**src/rtl/slider_pkg.sv**
```systemverilog
// -----------------------------------------------------------------------------
// slider_pkg
// Shared types and helpers for the slider BCD operand-entry block.
//   state_e     : two-state FSM of the entry block (IDLE, HOLD)
//   bcd_digit_t : one packed BCD digit
//   cnt_width() : width of the auto-repeat counter for a given repeat period
// -----------------------------------------------------------------------------
package slider_pkg;

  // IDLE: no slider is up. HOLD: a slider is held and the repeat counter runs.
  typedef enum logic {
    IDLE = 1'b0,
    HOLD = 1'b1
  } state_e;

  typedef logic [3:0] bcd_digit_t;

  // The counter only ever holds 0..repeatCycles-1, so $clog2 bits are enough.
  // It is kept at least one bit wide so the declaration stays legal.
  function automatic int cnt_width(input int repeatCycles);
    int w;
    w = $clog2(repeatCycles);
    return (w < 1) ? 1 : w;
  endfunction

endpackage

```
**src/rtl/slider_bcd_entry_if.sv**
```systemverilog
// -----------------------------------------------------------------------------
// slider_bcd_entry_if
// Bundles the operand-entry signals between the board/calculator side (master)
// and the slider_bcd_entry block (slave).
//   slider              : raw slider levels, bit k adds 10^k
//   write_number_select : operand targeted by steps and clear
//   clear               : zero the selected operand and its overflow flag
//   number              : packed BCD operands, digit 0 in the LSBs
//   overflow            : sticky wrap flag per operand
//   step_pulse          : high in the cycle a step is applied
//   slider_dec          : subtract select, only when SLIDER_DECREMENT_EN is defined
// -----------------------------------------------------------------------------
interface slider_bcd_entry_if #(
  parameter int N_DIGITS   = 4,
  parameter int N_OPERANDS = 2,
  parameter int SEL_W      = (N_OPERANDS > 1) ? $clog2(N_OPERANDS) : 1
);

  logic [N_DIGITS-1:0]                     slider;
  logic [SEL_W-1:0]                        write_number_select;
  logic                                    clear;
  logic [N_OPERANDS-1:0][4*N_DIGITS-1:0]   number;
  logic [N_OPERANDS-1:0]                   overflow;
  logic                                    step_pulse;
`ifdef SLIDER_DECREMENT_EN
  logic                                    slider_dec;

  modport master (
    output slider, write_number_select, clear, slider_dec,
    input  number, overflow, step_pulse
  );

  modport slave (
    input  slider, write_number_select, clear, slider_dec,
    output number, overflow, step_pulse
  );
`else
  modport master (
    output slider, write_number_select, clear,
    input  number, overflow, step_pulse
  );

  modport slave (
    input  slider, write_number_select, clear,
    output number, overflow, step_pulse
  );
`endif

endinterface

```
**src/rtl/bcd_digit_step.sv**
```systemverilog
// -----------------------------------------------------------------------------
// bcd_digit_step
// Combinational single-digit BCD +1 / -1 stage used to build a ripple chain.
//   digit_i : current BCD digit (always a legal 0..9 value)
//   inc_i   : apply a unit step to this digit (carry/borrow in or step origin)
//   dec_i   : 1 = subtract one, 0 = add one
//   digit_o : resulting BCD digit
//   carry_o : carry (add) or borrow (subtract) into the next digit
// -----------------------------------------------------------------------------
module bcd_digit_step
  import slider_pkg::*;
(
  input  bcd_digit_t digit_i,
  input  logic       inc_i,
  input  logic       dec_i,
  output bcd_digit_t digit_o,
  output logic       carry_o
);

  // 9+1 rolls to 0 with carry, 0-1 rolls to 9 with borrow; otherwise the
  // digit moves by one and nothing ripples upward.
  always_comb begin
    digit_o = digit_i;
    carry_o = 1'b0;
    if (inc_i) begin
      if (dec_i) begin
        if (digit_i == 4'd0) begin
          digit_o = 4'd9;
          carry_o = 1'b1;
        end else begin
          digit_o = digit_i - 4'd1;
        end
      end else begin
        if (digit_i >= 4'd9) begin
          digit_o = 4'd0;
          carry_o = 1'b1;
        end else begin
          digit_o = digit_i + 4'd1;
        end
      end
    end
  end

endmodule

```
**src/rtl/slider_bcd_entry.sv**
```systemverilog
// -----------------------------------------------------------------------------
// slider_bcd_entry
// Turns held slider switches into decimal steps on packed-BCD operands:
// immediate first step on press, auto-repeat every REPEAT_CYCLES while held,
// sticky wrap flag per operand and a per-operand clear.
//   clk       : system clock
//   rst_ext_n : asynchronous active-low reset (released synchronously upstream)
//   bus       : slider_bcd_entry_if.slave (sliders, select, clear, operands,
//               overflow flags, step_pulse)
// Optional feature: define SLIDER_DECREMENT_EN to add bus.slider_dec, which
// turns a step into a BCD subtract with borrow.
// -----------------------------------------------------------------------------
module slider_bcd_entry
  import slider_pkg::*;
#(
  parameter int N_DIGITS      = 4,
  parameter int N_OPERANDS    = 2,
  parameter int REPEAT_CYCLES = 32500000,
  parameter int SEL_W         = (N_OPERANDS > 1) ? $clog2(N_OPERANDS) : 1
) (
  input  logic                clk,
  input  logic                rst_ext_n,
  slider_bcd_entry_if.slave   bus
);

  localparam int IDX_W = (N_DIGITS > 1) ? $clog2(N_DIGITS) : 1;
  localparam int CNT_W = cnt_width(REPEAT_CYCLES);
  localparam logic [CNT_W-1:0] CNT_LAST = CNT_W'(REPEAT_CYCLES - 1);

  logic [N_DIGITS-1:0]                   syncMeta_q;
  logic [N_DIGITS-1:0]                   syncSlider_q;
  state_e                                state_q;
  logic [CNT_W-1:0]                      repeatCnt_q;
  logic [IDX_W-1:0]                      lastIdx_q;
  logic [N_OPERANDS-1:0][4*N_DIGITS-1:0] number_q;
  logic [N_OPERANDS-1:0]                 overflow_q;

  logic                                  anyHigh;
  logic [IDX_W-1:0]                      activeIdx;
  logic                                  stepNow;
  logic                                  selValid;
  logic                                  decMode;
  logic [4*N_DIGITS-1:0]                 curOperand;
  logic [4*N_DIGITS-1:0]                 nextOperand;
  logic [N_DIGITS-1:0]                   stepIn;
  logic [N_DIGITS:0]                     carry;

  // Two-flop synchroniser on every slider bit; nothing downstream looks at
  // the raw levels.
  always_ff @(posedge clk or negedge rst_ext_n) begin
    if (!rst_ext_n) begin
      syncMeta_q   <= '0;
      syncSlider_q <= '0;
    end else begin
      syncMeta_q   <= bus.slider;
      syncSlider_q <= syncMeta_q;
    end
  end

  // Lowest-numbered high slider wins; scanning downward lets the lowest
  // index overwrite any higher one.
  always_comb begin
    activeIdx = '0;
    for (int i = N_DIGITS - 1; i >= 0; i--) begin
      if (syncSlider_q[i]) begin
        activeIdx = IDX_W'(i);
      end
    end
  end

  assign anyHigh = |syncSlider_q;

  // A step fires on a fresh press, on a switch to a different active slider,
  // or when the repeat counter reaches its last value.
  always_comb begin
    stepNow = 1'b0;
    case (state_q)
      IDLE:    stepNow = anyHigh;
      HOLD:    stepNow = anyHigh &&
                         ((activeIdx != lastIdx_q) || (repeatCnt_q == CNT_LAST));
      default: stepNow = 1'b0;
    endcase
  end

  // FSM and repeat counter. lastIdx_q remembers which slider produced the
  // previous step so that a change of active slider counts as a new press.
  always_ff @(posedge clk or negedge rst_ext_n) begin
    if (!rst_ext_n) begin
      state_q     <= IDLE;
      repeatCnt_q <= '0;
      lastIdx_q   <= '0;
    end else begin
      case (state_q)
        IDLE: begin
          if (anyHigh) begin
            state_q     <= HOLD;
            repeatCnt_q <= '0;
            lastIdx_q   <= activeIdx;
          end
        end
        HOLD: begin
          if (!anyHigh) begin
            state_q     <= IDLE;
            repeatCnt_q <= '0;
          end else if (stepNow) begin
            repeatCnt_q <= '0;
            lastIdx_q   <= activeIdx;
          end else begin
            repeatCnt_q <= repeatCnt_q + 1'b1;
          end
        end
        default: begin
          state_q     <= IDLE;
          repeatCnt_q <= '0;
        end
      endcase
    end
  end

  assign selValid = (int'(bus.write_number_select) < N_OPERANDS);

`ifdef SLIDER_DECREMENT_EN
  assign decMode = bus.slider_dec;
`else
  assign decMode = 1'b0;
`endif

  assign curOperand = number_q[bus.write_number_select];
  assign carry[0]   = 1'b0;

  // Ripple chain: the unit step enters at the active digit; digits below it
  // see no step and no carry so they pass through unchanged.
  for (genvar g = 0; g < N_DIGITS; g++) begin : gDigit
    assign stepIn[g] = carry[g] | (activeIdx == IDX_W'(g));

    bcd_digit_step uStep (
      .digit_i (curOperand[4*g +: 4]),
      .inc_i   (stepIn[g]),
      .dec_i   (decMode),
      .digit_o (nextOperand[4*g +: 4]),
      .carry_o (carry[g+1])
    );
  end

  // Operand storage. Clear has priority over a coincident step; a carry or
  // borrow out of the top digit is dropped and recorded in the sticky flag.
  always_ff @(posedge clk or negedge rst_ext_n) begin
    if (!rst_ext_n) begin
      number_q   <= '0;
      overflow_q <= '0;
    end else if (selValid) begin
      if (bus.clear) begin
        number_q[bus.write_number_select]   <= '0;
        overflow_q[bus.write_number_select] <= 1'b0;
      end else if (stepNow) begin
        number_q[bus.write_number_select] <= nextOperand;
        if (carry[N_DIGITS]) begin
          overflow_q[bus.write_number_select] <= 1'b1;
        end
      end
    end
  end

  assign bus.number     = number_q;
  assign bus.overflow   = overflow_q;
  assign bus.step_pulse = stepNow && selValid;

endmodule
```
**src/flat_wrapper.sv**
```systemverilog
// flat-port wrapper written by rule: the top's interface ports become plain ports
module slider_bcd_entry_flat import slider_pkg::*;
#(
  parameter int N_DIGITS      = 4,
  parameter int N_OPERANDS    = 2,
  parameter int REPEAT_CYCLES = 32500000,
  parameter int SEL_W         = (N_OPERANDS > 1) ? $clog2(N_OPERANDS) : 1
)
  (clk, rst_ext_n, bus_slider, bus_write_number_select, bus_clear, bus_number, bus_overflow, bus_step_pulse);
  slider_bcd_entry_if #(.N_DIGITS(N_DIGITS), .N_OPERANDS(N_OPERANDS), .SEL_W(SEL_W)) bus_i ();
  input  logic clk;
  input  logic rst_ext_n;
  input wire logic [$bits(bus_i.slider)-1:0] bus_slider;
  input wire logic [$bits(bus_i.write_number_select)-1:0] bus_write_number_select;
  input wire logic [$bits(bus_i.clear)-1:0] bus_clear;
  output wire logic [$bits(bus_i.number)-1:0] bus_number;
  output wire logic [$bits(bus_i.overflow)-1:0] bus_overflow;
  output wire logic [$bits(bus_i.step_pulse)-1:0] bus_step_pulse;
  assign bus_i.slider = bus_slider;
  assign bus_i.write_number_select = bus_write_number_select;
  assign bus_i.clear = bus_clear;
  assign bus_number = bus_i.number;
  assign bus_overflow = bus_i.overflow;
  assign bus_step_pulse = bus_i.step_pulse;
  slider_bcd_entry #(.N_DIGITS(N_DIGITS), .N_OPERANDS(N_OPERANDS), .REPEAT_CYCLES(REPEAT_CYCLES), .SEL_W(SEL_W)) u_core (.clk(clk), .rst_ext_n(rst_ext_n), .bus(bus_i));
endmodule
```
**config.mk**
```make
export PLATFORM = sky130hd
export DESIGN_NAME = slider_bcd_entry_flat
export DESIGN_NICKNAME = d
export VERILOG_FILES = /design/src/rtl/slider_pkg.sv /design/src/rtl/slider_bcd_entry_if.sv /design/src/rtl/bcd_digit_step.sv /design/src/rtl/slider_bcd_entry.sv /design/src/flat_wrapper.sv
export SDC_FILE = /design/constraint.sdc
export NUM_CORES = 1
export LEC_CHECK = 0
export BUFFER_PORTS_ARGS = -buffer_cell sky130_fd_sc_hd__buf_2
export CORE_AREA = 2 2 138 113
export DETAILED_ROUTE_END_ITERATION = 7
export DIE_AREA = 0 0 140 115
export PLACE_DENSITY = 0.51
export SYNTH_ARGS = -nofsm -noshare
export SYNTH_HDL_FRONTEND = slang
export SYNTH_SLANG_ARGS = --single-unit
```
**constraint.sdc**
```tcl
create_clock -name clk -period 2.7 [get_ports clk]
set_clock_uncertainty 0.15 [all_clocks]
set_input_delay 0.135 -clock clk [delete_from_list [all_inputs] [get_ports clk]]
set_output_delay 0.135 -clock clk [all_outputs]
set_load 0.005 [all_outputs]
```
==> impl_metrics.json <==
{
  "run_status": "finished with violations",
  "violations": "DRC",
  "critical_path.reg2reg.endpoint": "u_core.bus.number[30]$_DFFE_PN0P_",
  "synthToLayoutAreaGrowth_pct": 21.04,
  "synth-edff-count": 0,
  "crit_required_ns": 2.41,
  "fmaxAchievable_mhz": 395.1,
  "synthTopCellsByArea": "dfrtp_1, mux2i_1, nand2_1, ha_1, nand3_1",
  "wirelength_um": 11500,
  "final_cell_mix": "dfrtp_1, nand2_1, buf_2",
  "dieHeight_um": 115,
  "r2r_slack_ns": 0.18,
  "critical_path.max_stage_delay_ns": 0.41,
  "drive_above_1_share": 0.2105,
  "yosys.area_share.simple": 0.2162,
  "route.antenna.remaining_nets": 0,
  "clkTransAtPathRegs_ns": 0.06,
  "setup_viol": 0,
  "ys_ff_latch": 70,
  "cts_max_level": 3,
  "fill_cells": 1466,
  "first_pass_iters": 6,
  "grt_first_pass_wirelength_um": 19160,
  "relSlewSlack": 0.6795,
  "synth_top_family_by_area": "simple AND/OR/NAND/NOR gates",
  "final_common_cell": "dfrtp_1",
  "grt_use_total": 0.1484,
  "synthXorXnorAreaFrac": 0.006085,
  "cts_buffer_depth": 2,
  "worstHoldStart": "bus_write_number_select",
  "synth_area_um2": 4318,
  "ys_warn_count": 0,
  "syn_inst": 468,
  "grt_antenna_before_repair": 0,
  "multi_input_area_um2": 2344,
  "fin_tns_setup_ns": 0,
  "p_leak_nw": 2.357,
  "root_buffer": "clkbuf_16",
  "io_buffers": 42,
  "start_util": 0.2925,
  "synth_compound_area_frac": 0.2083,
  "ys_seq_area_frac": 0.4057,
  "cp_slowest_cell": "dfrtp_1",
  "ioPinCount": 43,
  "min_path_cells": 3,
  "detail_route.vias_per_cell": 5.302,
  "wl_per_cell_um": 15.95,
  "regArea_um2": 1752,
  "ir_drop_uv": 328.2,
  "insertion_delay_ns": 0.34,
  "worstReg2RegStart": "u_core.bus.number[16]$_DFFE_PN0P_",
  "post_cts_buffers": 0,
  "drc_errors": 2,
  "slew_violations": 0,
  "dp_hpwl_um": 8201,
  "syn_nets": 489,
  "antenna_cells": 0,
  "cp_num_buf_inv": 3,
  "syn_avg_cell_area_um2": 9.226,
  "crit_family": "simple AND/OR/NAND/NOR gates",
  "hold_path_end": "u_core.bus.number[1]$_DFFE_PN0P_",
  "crit_type": "reg2out",
  "core_um2": 14760,
  "r2r_cells": 9,
  "synth_top_area_cell": "dfrtp_1",
  "die_w_um": 140,
  "vias": 3823,
  "worstHoldPathType": "in2reg",
  "gp_congestion": 0.8247,
  "timing.final.hold_violations": 0,
  "cap_violations": 0,
  "cp-end-kind": "output pin",
  "grt_pass1_vias": 3657,
  "rsz0062_at_grt": "no",
  "yosysUniqueCellTypes": 65,
  "synth_mux_area_frac": 0.07099,
  "synth_flop_cell": "dfrtp_1",
  "critPathMaxFanout": 22,
  "dieArea_um2": 16100,
  "grt_overflow": 0,
  "cts_tree": "done",
  "nNetsFinal": 548,
  "numCtsBuffers": 9,
  "power.density_nw_per_um2": 547.6,
  "drtIter0Drc": 257,
  "period_minus_slack_ns": 2.531,
  "rows": 40,
  "crit_path_start_kind": "register",
  "cp_cell_sequence": "nand2b_1, nor4_1, and4_1, o21ai_2, inv_2, buf_12, buf_2",
  "worstPathArrival_ns": 2.25,
  "cts.sinks": 70,
  "post-synth-top-area-fraction": 0.4057,
  "fin_crit_sh": 0.9373,
  "synth_fa_ha_area_frac": 0.03767,
  "async_reset_ff_frac": 1.000,
  "hold_slack_ns": 0.1034,
  "grt_max_degree": 37,
  "worst_pin_slew_ns": 0.4758
}
## power by group
| part | total (mW) | internal (mW) | leakage (nW) | switching, mW |
|---|---|---|---|---|
| Combinational | 0.495 | 0.205 | 1.27 | 0.290 |
| Sequential | 1.16 | 1.10 | 0.943 | 0.0589 |
| Clock | 1.21 | 0.717 | 0.142 | 0.490 |
## cells in the mapped netlist, drive strengths merged (2+ instances only)
cell type  number
mux2            7
o211ai          2
a211oi          3
o22ai           3
xor2            3
a21o            7
a221o           3
inv            24
mux2i          22
buf            14
or2             7
nor3           12
o221ai         12
a2111oi         3
clkbuf         14
dfrtp          70
a22o            8
and2            3
nor4            3
or3             3
ha             13
nand3b          3
o21ai          23
nand2b         19
a32o            2
o221a           2
nor3b           4
nor2b           3
a21oi          23
o311ai          8
and4            4
nand2          47
nand3          27
and3            8
nor2           21
o21a            3
a31oi           6
nand4          12
a41oi           4
## metrics by stage
stage | power (mW) | area (µm²) | util | cells | setup slack [ns]
2_1_floorplan | 1.466 | 4319 | - | 468 | 0.05098
3_3_place_gp | 1.656 | 4863 | 0.3294 | 700 | 0.1647
3_5_place_dp | 1.667 | 4863 | 0.3294 | 700 | 0.04764
4_1_cts | 2.890 | 5211 | 0.3530 | 721 | 0.07944
5_1_grt | 3.013 | 5226 | 0.3540 | 721 | 0.04052
6_report | 2.862 | 5226 | 0.3540 | 721 | 0.1692
## cell families after synthesis
kind of cell             after synthesis
adder cells (fa/ha/maj)               13
XOR/XNOR                               3
buffers and inverters                 53
AO/OA/AOI/OAI                        122
flip-flops                            70
AND/OR/NAND/NOR                      178
multiplexers                          29
## repair_timing
item | in CTS | in global routing
endpoints found under the setup margin | 0 | 13
gates resized for setup | 0 | 5
hold buffers | 5 | 0
endpoints found under the hold margin | 74 | 0
## worst max-delay path by stage
stage	endpoint	cells past startpoint	startpoint	slack (ns)
after CTS	bus_step_pulse	7	u_core.syncSlider_q[0]$_DFF_PN0_	0.08
after global routing	bus_step_pulse	7	u_core.repeatCnt_q[0]$_DFFE_PN0P_	0.04
after floorplan	u_core.bus.number[14]$_DFFE_PN0P_	12	bus_write_number_select	0.05
final	bus_step_pulse	7	u_core.repeatCnt_q[9]$_DFFE_PN0P_	0.17
after global placement	u_core.bus.number[30]$_DFFE_PN0P_	9	bus_write_number_select	0.16
after detailed placement	u_core.bus.number[30]$_DFFE_PN0P_	9	bus_write_number_select	0.05
## routing by layer
layer  up-vias  part of all wire  global-route usage
met4         0             0.013             0.04916
li1       1853                 -                   -
met1      1872              0.51              0.2189
met2        87              0.43              0.2213
met5         -                 0                   0
met3        11             0.042             0.02499
## tightest hold or removal path: cells and delay by family
kind / cells / cell delay [ns]
buf+inv: 1 / 0.20
simple gates: 1 / 0.09
compound gates: 1 / 0.10
## registers in the layout, indices dropped and copies added (netlist names), named ones only
name and flops:
u_core.repeatCnt_q 25, u_core.lastIdx_q 2, u_core.syncSlider_q 4, u_core.state_q 1
u_core.bus.number 32, u_core.syncMeta_q 4
## cell type report
cell class,count,share of cell area
multi-input combinational,345,0.4484
sequential,70,0.3352
timing repair buffer,76,0.09624
tap,189,0.04525
clock buffer,9,0.04309
inverter,25,0.01796
clock inverter,7,0.01389
(Power assumes the default switching activity.)
